===== src/rtl/adder24_arbiter.sv =====
// Round-robin scheduler sharing one dual-lane adder among NREQ requesters, tagging each sum back to its owner.
// Latency: transfer edge to RESx_VALID is ADD_LAT+2 cycles; up to two grants and two results per cycle.
// Backpressure: REQ_READY is the combinational grant; results are never stalled.
module adder24_arbiter #(
    parameter int NREQ    = 4,
    parameter int DW      = 24,
    parameter int ADD_LAT = 2
) (
    input  logic              CLK,
    input  logic              RST,
    input  logic [NREQ-1:0]   REQ_VALID,
    output logic [NREQ-1:0]   REQ_READY,
    input  logic [NREQ*DW-1:0] REQ_A,
    input  logic [NREQ*DW-1:0] REQ_B,
    output logic [DW-1:0]     AIN1,
    output logic [DW-1:0]     AIN2,
    output logic [DW-1:0]     BIN1,
    output logic [DW-1:0]     BIN2,
    input  logic [DW:0]       OUT1,
    input  logic [DW:0]       OUT2,
    output logic              RES1_VALID,
    output logic              RES2_VALID,
    output logic [2:0]        RES1_ID,
    output logic [2:0]        RES2_ID,
    output logic [DW:0]       RES1_DATA,
    output logic [DW:0]       RES2_DATA,
    output logic              BUSY
);
    localparam int IW = 3;
    localparam int PW = IW + 1;

    logic [IW-1:0] ptr;
    logic [7:0]    vld_pad;
    logic [PW-1:0] idx;
    logic          a_hit, b_hit;
    logic [IW-1:0] a_id, b_id;
    logic [DW-1:0] a_op1, a_op2, b_op1, b_op2;

    // Operand-stage tag plus a tag pipe that tracks the adder's input register and its ADD_LAT stages.
    logic          op_a_vld, op_b_vld;
    logic [IW-1:0] op_a_id, op_b_id;
    logic [ADD_LAT:0] tag_a_vld, tag_b_vld;
    logic [IW-1:0] tag_a_id [ADD_LAT+1];
    logic [IW-1:0] tag_b_id [ADD_LAT+1];

    assign vld_pad = 8'(REQ_VALID);

    function automatic logic [IW-1:0] next_ptr(input logic [IW-1:0] id);
        return ({1'b0, id} == PW'(NREQ - 1)) ? '0 : id + IW'(1);
    endfunction

    always_comb begin
        a_hit = 1'b0;
        b_hit = 1'b0;
        a_id  = '0;
        b_id  = '0;
        idx   = '0;
        for (int k = 0; k < NREQ; k++) begin
            idx = {1'b0, ptr} + PW'(k);
            if (idx >= PW'(NREQ)) idx = idx - PW'(NREQ);
            if (vld_pad[idx[IW-1:0]] && !RST) begin
                if (!a_hit) begin
                    a_hit = 1'b1;
                    a_id  = idx[IW-1:0];
                end else if (!b_hit) begin
                    b_hit = 1'b1;
                    b_id  = idx[IW-1:0];
                end
            end
        end
    end

    always_comb begin
        REQ_READY = '0;
        a_op1 = '0;
        a_op2 = '0;
        b_op1 = '0;
        b_op2 = '0;
        for (int i = 0; i < NREQ; i++) begin
            if (a_hit && a_id == IW'(i)) begin
                REQ_READY[i] = 1'b1;
                a_op1 = REQ_A[i*DW +: DW];
                a_op2 = REQ_B[i*DW +: DW];
            end
            if (b_hit && b_id == IW'(i)) begin
                REQ_READY[i] = 1'b1;
                b_op1 = REQ_A[i*DW +: DW];
                b_op2 = REQ_B[i*DW +: DW];
            end
        end
    end

    always_ff @(posedge CLK) begin
        if (RST) begin
            ptr        <= '0;
            AIN1       <= '0;
            AIN2       <= '0;
            BIN1       <= '0;
            BIN2       <= '0;
            op_a_vld   <= 1'b0;
            op_b_vld   <= 1'b0;
            op_a_id    <= '0;
            op_b_id    <= '0;
            tag_a_vld  <= '0;
            tag_b_vld  <= '0;
            for (int j = 0; j <= ADD_LAT; j++) begin
                tag_a_id[j] <= '0;
                tag_b_id[j] <= '0;
            end
            RES1_VALID <= 1'b0;
            RES2_VALID <= 1'b0;
            RES1_ID    <= '0;
            RES2_ID    <= '0;
            RES1_DATA  <= '0;
            RES2_DATA  <= '0;
        end else begin
            if (b_hit)      ptr <= next_ptr(b_id);
            else if (a_hit) ptr <= next_ptr(a_id);

            // Idle lanes load zero because the muxed operands default to zero.
            AIN1 <= a_op1;
            AIN2 <= a_op2;
            BIN1 <= b_op1;
            BIN2 <= b_op2;

            op_a_vld  <= a_hit;
            op_b_vld  <= b_hit;
            op_a_id   <= a_id;
            op_b_id   <= b_id;
            tag_a_vld <= {tag_a_vld[ADD_LAT-1:0], op_a_vld};
            tag_b_vld <= {tag_b_vld[ADD_LAT-1:0], op_b_vld};
            tag_a_id[0] <= op_a_id;
            tag_b_id[0] <= op_b_id;
            for (int j = 1; j <= ADD_LAT; j++) begin
                tag_a_id[j] <= tag_a_id[j-1];
                tag_b_id[j] <= tag_b_id[j-1];
            end

            RES1_VALID <= tag_a_vld[ADD_LAT];
            RES2_VALID <= tag_b_vld[ADD_LAT];
            if (tag_a_vld[ADD_LAT]) begin
                RES1_DATA <= OUT1;
                RES1_ID   <= tag_a_id[ADD_LAT];
            end
            if (tag_b_vld[ADD_LAT]) begin
                RES2_DATA <= OUT2;
                RES2_ID   <= tag_b_id[ADD_LAT];
            end
        end
    end

    assign BUSY = op_a_vld | op_b_vld | (|tag_a_vld) | (|tag_b_vld);

endmodule


===== config.mk =====
export PLATFORM = sky130hd
export DESIGN_NAME = adder24_arbiter
export DESIGN_NICKNAME = d
export VERILOG_FILES = /design/src/rtl/adder24_arbiter.sv
export SDC_FILE = /design/constraint.sdc
export NUM_CORES = 1
export LEC_CHECK = 0
export ABC_AREA = 1
export CAP_MARGIN = 0
export CELL_PAD_IN_SITES_DETAIL_PLACEMENT = 0
export CELL_PAD_IN_SITES_GLOBAL_PLACEMENT = 1
export CORE_MARGIN = 3
export CORE_UTILIZATION = 30
export CTS_CLUSTER_SIZE = 8
export DETAILED_ROUTE_END_ITERATION = 10
export PLACE_DENSITY_LB_ADDON = 0.1
export SKIP_LAST_GASP = 1
export SLEW_MARGIN = 40
export SYNTH_ARGS = -nofsm -noshare
export SYNTH_HDL_FRONTEND = slang
export SYNTH_SLANG_ARGS = --single-unit

===== constraint.sdc =====
create_clock -name CLK -period 5.3 [get_ports CLK]
set_clock_uncertainty 0.2 [all_clocks]
set_input_delay 1.06 -clock CLK [delete_from_list [all_inputs] [get_ports CLK]]
set_output_delay 1.06 -clock CLK [all_outputs]
set_load 0.005 [all_outputs]

Word level (Yosys, flattened, before mapping)
Memory sizes are Yosys's and may differ from the RTL's. A register that Yosys moved wholly into a read port is not among the register bits.
Cells that the tools add are included.
{"block": "totals", "register_bits": 165, "mem_bits_rw": 18, "inputBits": 248, "word_cells": 141, "n_memories": 2}
{"block": "classes", "addsub": 9, "n_lt_le_gt_ge": 8, "n_eq_ne": 6, "muxes": 74, "n_bitwise": 9, "reduce_logical": 18}
{"name": "tag_a_id", "depth": 3, "width": 3, "read_ports": 3, "rd_clocked_by_memory_dff": 1, "write_ports": 3, "line_no": "43", "source": "logic [IW-1:0] tag_a_id [ADD_LAT+1];"}
{"name": "tag_b_id", "depth": 3, "width": 3, "read_ports": 3, "rd_clocked_by_memory_dff": 1, "write_ports": 3, "line_no": "44", "source": "logic [IW-1:0] tag_b_id [ADD_LAT+1];"}
{"cell": "24-bit 2-to-1 mux", "n": 16}
{"cell": "3-bit 2-to-1 mux", "n": 29}
{"cell": "1-bit 2-to-1 mux", "n": 25}
{"cell": "3-bit by 4-bit < comparator with 1-bit output (second input constant)", "n": 4}
{"cell": "1-bit binary-select mux with 3-bit select", "n": 4}
{"cell": "3-bit by 2-bit equality test with 1-bit output (second input constant)", "n": 4}
{"cell": "4-bit by 3-bit greater-or-equal comparator with 1-bit output (second input constant)", "n": 3}
{"cell": "1-bit logical AND", "n": 12}
{"cell": "3-bit subtractor (second input constant)", "n": 4}
{"cell": "1-bit OR", "n": 9}
{"cell": "3-bit by 2-bit adder with 4-bit output (second input constant)", "n": 2}
{"cell": "3-bit by 1-bit adder with 3-bit output (second input constant)", "n": 2}
{"cell": "3-bit by 1-bit equality test with 1-bit output (second input constant)", "n": 2}
{"cell": "3-bit logical NOT", "n": 2}
{"cell": "3-bit OR reduction", "n": 2}
{"cell": "3-bit by 1-bit adder with 4-bit output (second input constant)", "n": 1}
{"cell": "3-bit greater-or-equal comparator (second input constant)", "n": 1}
{"cell": "2-bit nonzero test", "n": 1}
{"cell": "1-bit logical NOT", "n": 1}

Longest topological paths before layout
{"block": "depth", "word_depth": 20, "mapped_depth": 24, "ltp_nobuf": 21}

Worst setup path before layout
No wires, ideal clock.
{"block": "synth_timing", "path_type": "in2out", "startpoint": "input RST", "endpoint": "output REQ_READY[1]", "arrival_ns": 3.286, "slack_ns": 0.754, "cell_stages": 18, "path_buffers": 3, "path_cell_list": "buf_2 inv_2 nand3_1 nand2_1 ha_1 inv_1 nand4_1 nand2_1 nand2_1 nand2_1 nand2_1 nand2_1 inv_1 ha_1 inv_1 clkbuf_1 clkbuf_1 o21ai_0"}
{"block": "synth_between", "elab_cells_between_ends": 36, "classes_between": "2 x eq/ne; 27 x mux; 7 x reduce/logical"}
{"element": "start: declaration", "line_no": "10", "source": "input logic RST,"}
{"element": "1-bit logical NOT (*)", "line_no": "61", "source": "if (vld_pad[idx[IW-1:0]] && !RST) begin"}
{"element": "1-bit logical AND", "line_no": "61"}
{"element": "3-bit 2-to-1 mux or 1-bit 2-to-1 mux (tied branches)", "line_no": "61"}
{"element": "3-bit 2-to-1 mux", "line_no": "62", "source": "if (!a_hit) begin"}
{"element": "3-bit 2-to-1 mux", "line_no": "61"}
{"element": "3-bit 2-to-1 mux", "line_no": "62"}
{"element": "3-bit 2-to-1 mux", "line_no": "61"}
{"element": "3-bit 2-to-1 mux", "line_no": "62"}
{"element": "3-bit 2-to-1 mux (*)", "line_no": "61"}
{"element": "via a_id[0]", "line_no": "36", "source": "logic [IW-1:0] a_id, b_id;"}
{"element": "3-bit by 1-bit equality test with 1-bit output (*)", "line_no": "80", "source": "if (a_hit && a_id == IW'(i)) begin"}
{"element": "1-bit logical AND (*)", "line_no": "80"}
{"element": "1-bit 2-to-1 mux (*)", "line_no": "80"}
{"element": "1-bit 2-to-1 mux (*)", "line_no": "85", "source": "if (b_hit && b_id == IW'(i)) begin"}
{"element": "end: declaration", "line_no": "12", "source": "output logic [NREQ-1:0] REQ_READY,"}
The timed path passes the listed nets; every way through them passes the cells marked *.

Final worst setup path
{"block": "layout_timing", "startpoint": "input RST", "endpoint": "output REQ_READY[3]"}
{"block": "layout_between", "elab_chain_len": 14, "elab_cells_between_ends": 36, "classes_between": "2 x eq/ne; 27 x mux; 7 x reduce/logical"}
{"element": "1-bit logical NOT (*)", "line_no": "61"}
{"element": "1-bit logical AND", "line_no": "61"}
{"element": "1-bit 2-to-1 mux", "line_no": "61"}
{"element": "3-bit 2-to-1 mux or 1-bit 2-to-1 mux (tied branches)", "line_no": "62"}
{"element": "3-bit 2-to-1 mux or 1-bit 2-to-1 mux (tied branches)", "line_no": "61"}
{"element": "3-bit 2-to-1 mux", "line_no": "65", "source": "end else if (!b_hit) begin"}
{"element": "3-bit 2-to-1 mux", "line_no": "62"}
{"element": "3-bit 2-to-1 mux", "line_no": "61"}
{"element": "3-bit 2-to-1 mux", "line_no": "65"}
{"element": "3-bit 2-to-1 mux", "line_no": "62"}
{"element": "3-bit 2-to-1 mux (*)", "line_no": "61"}
{"element": "via b_id[0]", "line_no": "36"}
{"element": "3-bit by 2-bit equality test with 1-bit output (*)", "line_no": "85"}
{"element": "1-bit logical AND (*)", "line_no": "85"}
{"element": "1-bit 2-to-1 mux (*)", "line_no": "85"}
Marked as above.

==> run summary <==
The flow ran to the end, and the final reports show no timing, DRC or antenna violations. The sequential cell area fraction in the yosys report is 0.380. The tools report the sink count of the clock tree as 189.

The switching share of total power is 0.482. For this run, the leading register cell type out of synthesis is sky130_fd_sc_hd__dfxtp_1. The tools report the internal power contribution as 4.63 mW. Relative max-transition margin: 0.469. For the worst setup path, the data required time is 4.04 ns. Master of the slowest instance on the critical path: sky130_fd_sc_hd__clkdlybuf4s50_1. Cell family contributing the most delay on the critical path: buffers and inverters. The global route total overflow is 0, and the H-tree depth is 4. The total detailed-routing wirelength is 39900 um. The tightest min-delay check is of the reg2reg type.

The detailed router finished its first iteration with 630 violations. Clock tree synthesis inserted a total of 17 buffers. The starting utilization of the core area is 0.306, and the post-synthesis async set-or-reset flop share is 0. The tools report the share of total power in combinational logic as 0.629. The ratio of cells with drive above 1 in the final layout was 0.0871; the minimum period implied by the final worst setup slack was 5.06 ns. Clock-pin slew was measured on the worst setup and hold paths at 0.08 ns. The start point of the critical path was RST. After synthesis, the mean cell area works out to 6.74 sq um. The detailed-routing iteration count for the pre-antenna-repair pass is 5, and the Yosys warning count is 0. Setup violations remaining at the end of the flow were counted as 0. The maximum number of pins on one net before global-route repair was 97; the total of max-cap violations was 0.

The count of buffers added on input and output ports is 406. OpenSTA, run right after detailed placement, puts the worst setup slack at 0.115 ns. The run gives 2274 as the number of standard cells in the final layout excluding fillers. The number of ports placed on the die boundary is 407. The logs give 6.64 nW for the leakage power total and 0 for the number of pins with negative max-slew slack in the final report. The routed layout has 10700 vias. The most common cell type on the critical path is sky130_fd_sc_hd__nand2_1.

The type of destination of the critical path is a primary output. Together, buffers and inverters on the worst path number 5. For the data arrival time of the critical path, the log shows 3.80 ns. Measured along the y axis, the die boundary spans 188 um. The die covers 0.0354 sq mm.

Walking the worst path, the cells encountered are clkdlybuf4s50_1, buf_4, a21oi_1, nand3_2, nand3_4, nand2_4, inv_1, nand2_1, nand2_1, nand2_1, inv_1, ha_1, nand2_4, nand2_1, clkdlybuf4s50_1. For the post-layout worst setup margin, the log shows 0.244 ns. Counting the fill cells in the layout gives 3385. The area growth from synthesis to layout is 47.7%.

TritonCTS built the clock tree. The mean routed wirelength per cell is 17.5 um, and the core outline area is 0.0326 sq mm. For the count of cell types in the netlist, the log shows 34.

The later pin in the worst-skew pair is clocked with a latency of 0.45 ns. The tools report the hold path startpoint as tag_b_id[1][1]. For the final routed database, the setup TNS stands at 0 ns. Along the worst path, the maximum fanout reaches 11.

The design area is 0.0147 sq mm, and the initial antenna violation count is 13. The final clock period utilization by the worst path was 0.954; the standard-cell row count was 66. The slew of the pin with the lowest slew margin was 0.797 ns; the width of the die was 188 um.

At the end of the flow, the number of nets in the layout was 2073. The beginning of the worst register-to-register path was ptr[0]. IR analysis of the VDD net gives a maximum drop of 0.955 mV. Setup repair after global routing left no endpoint under its margin. Timing would allow up to 198 MHz.

Buffers inserted to repair hold after CTS numbered 0. The post-synthesis register bit count was 189. Number of hold violations in the final report: 0.

Post-CTS timing repair inserted 0 buffers for setup. The post-synthesis cell area was 0.00997 sq mm; the final hold slack was 0.201 ns. The setup path with the least slack is of type in2out.

Once placement finished, the instance area stood at 0.0141 sq mm. The run gives 0.221 as the global router's overall resource usage. At the end of routability-driven placement, the weighted congestion stood at 0.830.

For this run, the slowest stage of the critical path takes 0.60 ns. In this run the power density over the cells is 606 mW/mm^2. Detailed placement ended at an HPWL of 26500 um. Once the clock tree was built, the resizer swapped 0 gates to a different size. The share of total power in the clock network is 0.144. For the switching power summed over all nets, the log shows 4.30 mW. Once detail routing completed, the nets flagged for antenna violations numbered 0. The number of instances in the synthesized netlist is 1479, and the first-pass GRT wire length is 61700 um. The via count of the first global-routing pass was 10700. The run gives 2236 as the instance count after placement with tap cells included.

In the routed design, unresolved DRC markers number 0. For the sequential share of power, the log shows 0.227. The number of flops mapped to enable cells by yosys works out to 0. The master cell of the clock root buffer is sky130_fd_sc_hd__clkbuf_16. The average via count per standard cell is 4.72.

The worst setup path is launched from an input pin. The clock passes through at most 2 buffers.
[area by class of cell]
class	instances	area (sq um)	share of cell area
diodes	6	15.0	0.00102
clock buffers	19	443	0.0301
clock inverters	13	130	0.00884
inverters	96	368	0.0250
multi-input cells	1080	5170	0.351
flip-flops and latches	189	3790	0.257
well taps	442	553	0.0376
repair buffers	429	4250	0.289
[path summary, 6_finish.rpt]
check / end / slack [ns] / cells after the start
worst max-delay path: REQ_READY[3] / 0.24 / 15
worst min-delay path: tag_b_id[2][1] / 0.20 / 2
worst max register to register: BIN1[21] / 0.91 / 19
worst min register to register: tag_b_id[2][1] / 0.20 / 2
[kinds of logic after synthesis]
group           synth area share
fa+ha+maj                 0.0151
buf+inv                    0.105
other cells             0.000376
simple gates               0.415
flops                      0.380
compound gates            0.0854
[sequential cells by signal (all words and copies together) (netlist names), 9 cells and up]
signal and count:
RES1_DATA 25, RES2_DATA 25, AIN1 24, AIN2 24, BIN1 24, BIN2 24
tag_a_id 9, tag_b_id 9
[through the flow]
step                      power (mW)   util
after floorplan                 5.68      -
after global placement          7.74  0.433
after detailed placement        7.73  0.433
after CTS                       9.06  0.450
after global routing            9.75  0.451
final                           8.93  0.451
[metal layers]
metal	track usage	share of wire	vias up
met5	0	0.0024	-
met4	0.0753	0.025	14
met3	0.0770	0.083	59
met2	0.355	0.45	389
met1	0.276	0.44	4848
li1	-	-	5427
[cell usage in the layout (no fill, tap or decap), types with 9 or more instances in the layout]
cell type and n:
sky130_fd_sc_hd__clkbuf_16 17, sky130_fd_sc_hd__clkdlybuf4s50_1 404, sky130_fd_sc_hd__nor2_1 239, sky130_fd_sc_hd__buf_4 20, sky130_fd_sc_hd__inv_1 86, sky130_fd_sc_hd__nand2_1 285
sky130_fd_sc_hd__nand3_2 25, sky130_fd_sc_hd__dfxtp_1 187, sky130_fd_sc_hd__nand3_1 279, sky130_fd_sc_hd__or2_2 40, sky130_fd_sc_hd__ha_1 9, sky130_fd_sc_hd__a21oi_1 47
sky130_fd_sc_hd__o21ai_0 108
[worst min-delay path: stages (launching register included)]
cell                      delay, ns
sky130_fd_sc_hd__dfxtp_1       0.30
sky130_fd_sc_hd__inv_1         0.04
sky130_fd_sc_hd__nor2_1        0.03
[cells in the mapped netlist, types with 5 or more instances]
master | instances | area (sq um)
sky130_fd_sc_hd__inv_1 | 90 | 338
sky130_fd_sc_hd__nor2_1 | 239 | 897
sky130_fd_sc_hd__nand2_1 | 285 | 1070
sky130_fd_sc_hd__buf_6 | 18 | 203
sky130_fd_sc_hd__o21ai_0 | 109 | 546
sky130_fd_sc_hd__dfxtp_1 | 189 | 3780
sky130_fd_sc_hd__a21oi_1 | 47 | 235
sky130_fd_sc_hd__nor2_2 | 9 | 56.3
sky130_fd_sc_hd__buf_4 | 12 | 90.1
sky130_fd_sc_hd__clkbuf_1 | 53 | 199
sky130_fd_sc_hd__nand3_1 | 279 | 1400
sky130_fd_sc_hd__ha_1 | 12 | 150
sky130_fd_sc_hd__or2_1 | 8 | 50.1
sky130_fd_sc_hd__nand3_2 | 25 | 250
sky130_fd_sc_hd__a21oi_2 | 5 | 43.8
sky130_fd_sc_hd__buf_2 | 22 | 110
sky130_fd_sc_hd__or2_2 | 40 | 250
[power groups by stage]
| stage | Sequential [mW] | Clock [mW] | Combinational (mW) |
|---|---|---|---|
| finish | 2.03 | 1.29 | 5.61 |
| global route | 2.07 | 1.38 | 6.30 |
| CTS | 2.03 | 1.33 | 5.69 |
| detailed placement | 2.06 | 0 | 5.68 |
| global placement | 2.06 | 0 | 5.68 |
| floorplan | 2.07 | 0 | 3.61 |
Power figures use the tool's default switching activity.
